`src/rtl/dmem_arbiter.sv`:
```
// Shares the single-port data memory between the core load/store path and an
// external (debug/DMA) requester, with round-robin tie-breaking and a fixed access length.
module dmem_arbiter #(
    parameter int ADDR_W  = 32,
    parameter int DATA_W  = 32,
    parameter int ACC_LAT = 1
) (
    input  logic              clk,
    input  logic              reset,
    input  logic              core_load,
    input  logic              core_store,
    input  logic [ADDR_W-1:0] core_addr,
    input  logic [DATA_W-1:0] core_wdata,
    output logic [DATA_W-1:0] core_rdata,
    output logic              core_stall,
    input  logic              ext_req,
    input  logic              ext_we,
    input  logic [ADDR_W-1:0] ext_addr,
    input  logic [DATA_W-1:0] ext_wdata,
    output logic              ext_gnt,
    output logic              ext_done,
    output logic [DATA_W-1:0] ext_rdata,
    output logic [ADDR_W-1:0] mem_addr,
    output logic [DATA_W-1:0] mem_wdata,
    output logic              mem_wr_en,
    output logic              mem_rd_en,
    input  logic [DATA_W-1:0] mem_rdata
);

    localparam int CNT_W = $clog2(ACC_LAT) + 1;
    localparam logic [CNT_W-1:0] LAST_CNT = CNT_W'(ACC_LAT - 1);

    typedef enum logic [1:0] {
        S_IDLE,
        S_CORE,
        S_EXT
    } state_t;

    state_t            r_state;
    logic [CNT_W-1:0]  r_cnt;
    logic              r_last_ext;
    logic              r_ext_we;
    logic [ADDR_W-1:0] r_ext_addr;
    logic [DATA_W-1:0] r_ext_wdata;
    logic              r_ext_done;
    logic [DATA_W-1:0] r_ext_rdata;

    logic w_core_req;
    logic w_final;
    logic w_pick_core;
    logic w_pick_ext;

    assign w_core_req  = core_load | core_store;
    assign w_final     = (r_cnt == LAST_CNT);
    // On a tie the side that was not served last wins; the two picks are mutually exclusive.
    assign w_pick_core = w_core_req & (~ext_req | r_last_ext);
    assign w_pick_ext  = ext_req & (~w_core_req | ~r_last_ext);

    assign ext_gnt    = reset & (r_state == S_IDLE) & w_pick_ext;
    assign core_stall = w_core_req & ~((r_state == S_CORE) & w_final);
    assign ext_done   = r_ext_done;
    assign ext_rdata  = r_ext_rdata;

    always_comb begin
        mem_addr   = '0;
        mem_wdata  = '0;
        mem_wr_en  = 1'b0;
        mem_rd_en  = 1'b0;
        core_rdata = '0;
        case (r_state)
            S_CORE: begin
                mem_addr   = core_addr;
                mem_wdata  = core_wdata;
                mem_rd_en  = core_load & ~core_store;
                mem_wr_en  = core_store & w_final;
                core_rdata = mem_rdata;
            end
            S_EXT: begin
                mem_addr  = r_ext_addr;
                mem_wdata = r_ext_wdata;
                mem_rd_en = ~r_ext_we;
                mem_wr_en = r_ext_we & w_final;
            end
            default: ;
        endcase
    end

    always_ff @(posedge clk or negedge reset) begin
        if (!reset) begin
            r_state     <= S_IDLE;
            r_cnt       <= '0;
            r_last_ext  <= 1'b1;
            r_ext_we    <= 1'b0;
            r_ext_addr  <= '0;
            r_ext_wdata <= '0;
            r_ext_done  <= 1'b0;
            r_ext_rdata <= '0;
        end else begin
            r_ext_done <= 1'b0;
            case (r_state)
                S_IDLE: begin
                    if (w_pick_core) begin
                        r_state    <= S_CORE;
                        r_cnt      <= '0;
                        r_last_ext <= 1'b0;
                    end else if (w_pick_ext) begin
                        r_state     <= S_EXT;
                        r_cnt       <= '0;
                        r_last_ext  <= 1'b1;
                        r_ext_we    <= ext_we;
                        r_ext_addr  <= ext_addr;
                        r_ext_wdata <= ext_wdata;
                    end
                end
                S_CORE: begin
                    if (w_final) r_state <= S_IDLE;
                    else         r_cnt   <= r_cnt + 1'b1;
                end
                S_EXT: begin
                    if (w_final) begin
                        r_state    <= S_IDLE;
                        r_ext_done <= 1'b1;
                        if (!r_ext_we) r_ext_rdata <= mem_rdata;
                    end else begin
                        r_cnt <= r_cnt + 1'b1;
                    end
                end
                default: r_state <= S_IDLE;
            endcase
        end
    end

endmodule

```
`config.mk`:
```
export PLATFORM = sky130hd
export DESIGN_NAME = dmem_arbiter
export DESIGN_NICKNAME = d
export VERILOG_FILES = /design/src/rtl/dmem_arbiter.sv
export SDC_FILE = /design/constraint.sdc
export NUM_CORES = 1
export LEC_CHECK = 0
export ABC_AREA = 0
export CAP_MARGIN = 10
export CELL_PAD_IN_SITES_DETAIL_PLACEMENT = 1
export CELL_PAD_IN_SITES_GLOBAL_PLACEMENT = 1
export CORE_MARGIN = 2
export CORE_UTILIZATION = 25
export CTS_BUF_LIST = sky130_fd_sc_hd__clkbuf_4
export DETAILED_ROUTE_END_ITERATION = 10
export GPL_TIMING_DRIVEN = 0
export PLACE_DENSITY_LB_ADDON = 0.1
export SKIP_CTS_REPAIR_TIMING = 1
export SLEW_MARGIN = 30
export SYNTH_ARGS = -nofsm -noshare
export SYNTH_HDL_FRONTEND = slang
export SYNTH_SLANG_ARGS = --single-unit
export TNS_END_PERCENT = 30
```
`constraint.sdc`:
```
create_clock -name clk -period 2.2 [get_ports clk]
set_clock_uncertainty 0.2 [all_clocks]
set_input_delay 0.33 -clock clk [delete_from_list [all_inputs] [get_ports clk]]
set_output_delay 0.33 -clock clk [all_outputs]
set_load 0.005 [all_outputs]
```
# [Yosys cells after proc, flatten, opt, wreduce, memory -nomap -nowiden]
# Cells that the tools add are included.
[classes] addsub=1 n_eq_ne=4 mux=17 bitwise=20 n_reduce_logical=9
[ops] op="case mux 32 bit (2 select lines)" count=2
[ops] op="two-way mux 32 bit" count=1
[ops] op="bitwise AND 1 bit" count=9
[ops] op="inverter 1 bit" count=8
[ops] op="two-way mux 1 bit" count=7
[ops] op="two-way mux 2 bit" count=3
[ops] op="case mux 1 bit (2 select lines)" count=3
[ops] op="AND reduction 2 bit" count=3
[ops] op="AND reduction 3 bit" count=2
[ops] op="case mux 2 bit (2 select lines)" count=1
[ops] op="nonzero test 2 bit" count=2
[ops] op="!= test 3 bit, second input constant" count=1
[ops] op="bitwise OR 1 bit" count=3
[ops] op="equality test 2 x 1 -> 1 bit, second input constant" count=1
[ops] op="equality test 2 bit, second input constant" count=1
[ops] op="logical NOT 2 bit" count=1
[ops] op="!= test 2 bit, second input constant" count=1
[ops] op="OR reduction 2 bit" count=1
[ops] op="adder 1 bit, second input constant" count=1
[word_totals] ff_bits=102 inputBits=166

# [Depth between registers and ports, before layout]
[depth] depth_word=7 depth_mapped=7 ltp_nobuf=5

# [Worst setup path before layout]
# OpenSTA, ideal clock, no wires.
[synth_timing] path_kind="register -> output" from="register r_state[1]" to="output core_rdata[10]" t_arrival_ns=1.364 path_slack_ns=0.306 stages_incl_launch_ff=7 path_buffers=3 path_cell_list="dfrtp_1 inv_1 ha_1 clkbuf_1 buf_2 clkbuf_1 and2_1"
[synth_via] elab_chain_len=2
[synth_rtl] item="start: declaration" line_no="39" rtl="state_t r_state;"
[synth_rtl] item="start signal: assignment" line_no="90" rtl="r_state <= S_IDLE;"
[synth_rtl] item="start signal: assignment" line_no="103" rtl="r_state <= S_CORE;"
[synth_rtl] item="start signal: assignment" line_no="107" rtl="r_state <= S_EXT;"
[synth_rtl] item="equality test 2 x 1 -> 1 bit" line_no="70" rtl="case (r_state)"
[synth_rtl] item="two-way mux 32 bit" line_no="70"
[synth_rtl] item="end: declaration" line_no="14" rtl="output logic [DATA_W-1:0] core_rdata,"
# Every way passes these cells.

# [Final worst setup path]
[layout_timing] from="register r_state[1]" to="output mem_wdata[27]"
[layout_via] elab_chain_len=2 elab_cells_between_ends=3 classes_between="2 x eq/ne; 1 x mux"
[layout_rtl] item="equality test 2 bit or equality test 2 x 1 -> 1 bit (tied branches)" line_no="70"
[layout_rtl] item="case mux 32 bit (2 select lines) *" line_no="70"
[layout_rtl] item="end: declaration" line_no="24" rtl="output logic [DATA_W-1:0] mem_wdata,"
# Mark *: on every way between the ends. The rest lies on a longest branch, timed or not.

==> impl_metrics.py <==
metrics = {
    "run_status": {
        "outcome": "finished, violations left",
        "violations": "setup timing",
    },
    "power_and_ir_drop": {
        "max-vdd-ir-drop_mv": 0.439,
        "total_power_mw": 12.6,
        "leakage_nw": 4.30,
        "powerDensity_nw_per_um2": 1300,
    },
    "critical_path": {
        "critPathLaunchType": "flop",
        "crit_type": "reg -> out",
        "crit_start": "r_state[1]$_DFFE_PN0P_",
        "rr_startpoint": "r_state[1]$_DFFE_PN0P_",
        "crit_path_end_kind": "output port",
        "cp_data_arrival_time_ns": 2.00,
        "cp_max_fo": 5,
        "crit_required_ns": 1.67,
    },
    "sta": {
        "min_period_ns": 2.53,
        "clock.fmax_ghz": 0.396,
        "postLayoutSetupSlackWorst_ns": -0.328,
        "relSlewSlack_pct": 79.9,
        "finalCritPeriodShare_pct": 115,
        "setup_viol": 100,
        "hold_viol": 0,
        "maxSlewViolCount": 0,
        "whs_ns": 0.206,
        "max_slew.worst_pin.slew_ns": 0.301,
        "rsz0062_at_grt": "yes",
    },
    "grt": {
        "grt_pass1_wl_mm": 29.8,
        "track_usage_pct": 17.8,
        "grt_max_degree": 54,
        "gr-total-overflow": 0,
        "grt_antenna_before_repair": 1,
        "grt_pass1_vias": 5206,
    },
    "floorplan": {
        "core_region_area_um2": 20400,
        "rows": 52,
        "ios": 299,
        "dieArea_um2": 22000,
        "die_h_um": 148,
        "die_w_um": 148,
        "initial_core_util_pct": 25.6,
    },
    "synthesis": {
        "synth_warnings": 0,
        "synth_seq_cells": 101,
        "syn_nets": 588,
        "postSynthCellCount": 418,
        "ys_types": 23,
        "syn_area_um2": 5220,
        "avgSynthCellArea_um2": 12.5,
        "synth-seq-area-share_pct": 48.5,
    },
    "cells_and_area": {
        "syn_to_final_growth_pct": 86.1,
        "fin_nets": 937,
        "layout-drive-gt1-share_pct": 48.3,
        "postLayoutCellArea_um2": 9710,
        "n_fill_cell": 2137,
    },
    "place": {
        "place_area_um2": 8570,
        "hpwl_mm": 15.1,
        "portBuffers": 298,
        "place_congestion": 0.743,
    },
    "clocking": {
        "cts_tree": "yes",
        "root_buffer": "clkbuf_4",
        "cts.path.max_buffers": 2,
        "cts_buffers": 9,
        "cts_max_level": 3,
        "cts.reportedPaths.clkPinSlew_ns": 0.18,
        "numClockSinks": 101,
        "insertion_delay_ns": 0.48,
    },
    "drt": {
        "drc": 0,
        "drt_iter0_drc": 84,
        "wire_per_inst_um": 20.0,
        "drt.antenna.violating_nets": 0,
        "vias": 4752,
        "vias_per_cell": 4.55,
        "dr.pass1.iters": 4,
        "routed_wirelength_mm": 20.9,
    },
    "job": {
        "cap_violations": 0,
    },
    "min_path": {
        "hold_path.class": "in -> async",
    },
}
-- layout make-up --
type	instances	area (µm²)	share of cell area (%)
inverters	2	7.51	0.0773
clock inverters	6	86.3	0.889
repair buffers	340	3270	33.7
clock buffers	10	75.1	0.773
flip-flops and latches	101	2530	26.0
well taps	270	338	3.48
diodes	2	5.00	0.0515
multi-input cells	279	2890	29.8
plain buffers	34	507	5.22
-- synth_stat cells --
cell / n / area share [%]
mux2_4: 28 / 8.1
ha_1: 4 / 0.96
a31o_2: 1 / 0.17
inv_1: 2 / 0.14
nor2b_1: 66 / 7.9
dfrtp_1: 100 / 48
clkbuf_1: 18 / 1.3
nand2b_1: 1 / 0.12
dfstp_2: 1 / 0.50
o21ai_0: 1 / 0.096
nor2_1: 2 / 0.14
o22ai_1: 1 / 0.12
nand2_1: 2 / 0.14
and2_1: 35 / 4.2
buf_4: 3 / 0.43
mux2_2: 69 / 15
buf_12: 4 / 1.5
buf_2: 11 / 1.1
mux2i_1: 1 / 0.19
a21oi_1: 2 / 0.19
a22oi_1: 64 / 9.2
o21a_4: 1 / 0.29
nor2_8: 1 / 0.38
-- cells by family (layout without fill, tap and decap cells) --
logic type / Yosys count / count (layout) / share of synthesized area [%]
adders and majority gates: 4 / 4 / 0.959
AOI/OAI and AO/OA: 70 / 70 / 10.1
DFF: 101 / 101 / 48.5
other: 0 / 2 / 0
and+or+nand+nor: 107 / 107 / 12.9
muxes: 98 / 98 / 23.1
buffers and inverters: 38 / 392 / 4.46
-- stage by stage --
stage	setup slack [ns]	setup TNS, ns	utilization (%)	instances
after floorplan	0.306	0	-	418
after CTS	-1.55	-136.54	42.9	1003
final	-0.328	-21.90	47.7	1044
after global placement	-3.74	-443.32	41.9	986
after global routing	-0.443	-30.98	47.7	1044
after detailed placement	-0.953	-76.53	42.1	987
-- worst max-delay path, cell delays in order (launching register included) --
cell and delay (ns):
dfrtp_1 0.44, buf_6 0.13, ha_4 0.18, buf_12 0.15, buf_8 0.13, buf_12 0.13, a22oi_2 0.18, nor2b_1 0.06
clkbuf_2 0.12
-- layer usage --
| metal | wire (µm) | global-route usage (%) | vias up |
|---|---|---|---|
| met3 | 1840 | 6.38 | 15 |
| met4 | 272 | 4.62 | 0 |
| met2 | 10500 | 30.6 | 198 |
| met1 | 8320 | 21.2 | 2367 |
| li1 | - | - | 2172 |
| met5 | 0 | 0 | - |
-- sequential cells by signal (all words and copies together) (netlist names) --
register and count:
r_ext_addr 32, r_last_ext 1, r_state 2, r_ext_we 1, ext_done 1, r_ext_wdata 32, ext_rdata 32
-- path summary, 6_finish.rpt --
check | to | slack, ns | cells past startpoint
max | mem_wdata[27] | -0.33 | 8
min | r_ext_addr[27]$_DFFE_PN0P_ | 0.21 | 3
max reg2reg | r_ext_wdata[0]$_DFFE_PN0P_ | 0.18 | 9
min reg2reg | r_ext_addr[7]$_DFFE_PN0P_ | 0.33 | 1
max in group asynchronous | r_last_ext$_DFFE_PN1P_ | 1.01 | 4
min in group clk | r_ext_wdata[28]$_DFFE_PN0P_ | 0.24 | 2
-- power breakdown --
part           internal [mW]  leakage (nW)  switching [mW]
clock                  0.475        0.0884           0.680
combinational           5.05          3.02            2.94
sequential              2.81          1.19           0.652
total                   8.34          4.30            4.27
-- placed cells by master, fill, tap and decap left out, drive strengths merged, types with 2 or more instances in the layout --
cell and count:
a21oi 2, a22oi 64, and2 35, buf 94, bufinv 2, clkbuf 74, clkdlybuf4s50 197, clkinv 3
dfrtp 100, diode 2, dlymetal6s2s 18, ha 4, inv 3, mux2 97, nand2 2, nor2 3
nor2b 66
No activity file was read; power rests on OpenSTA's default activity.
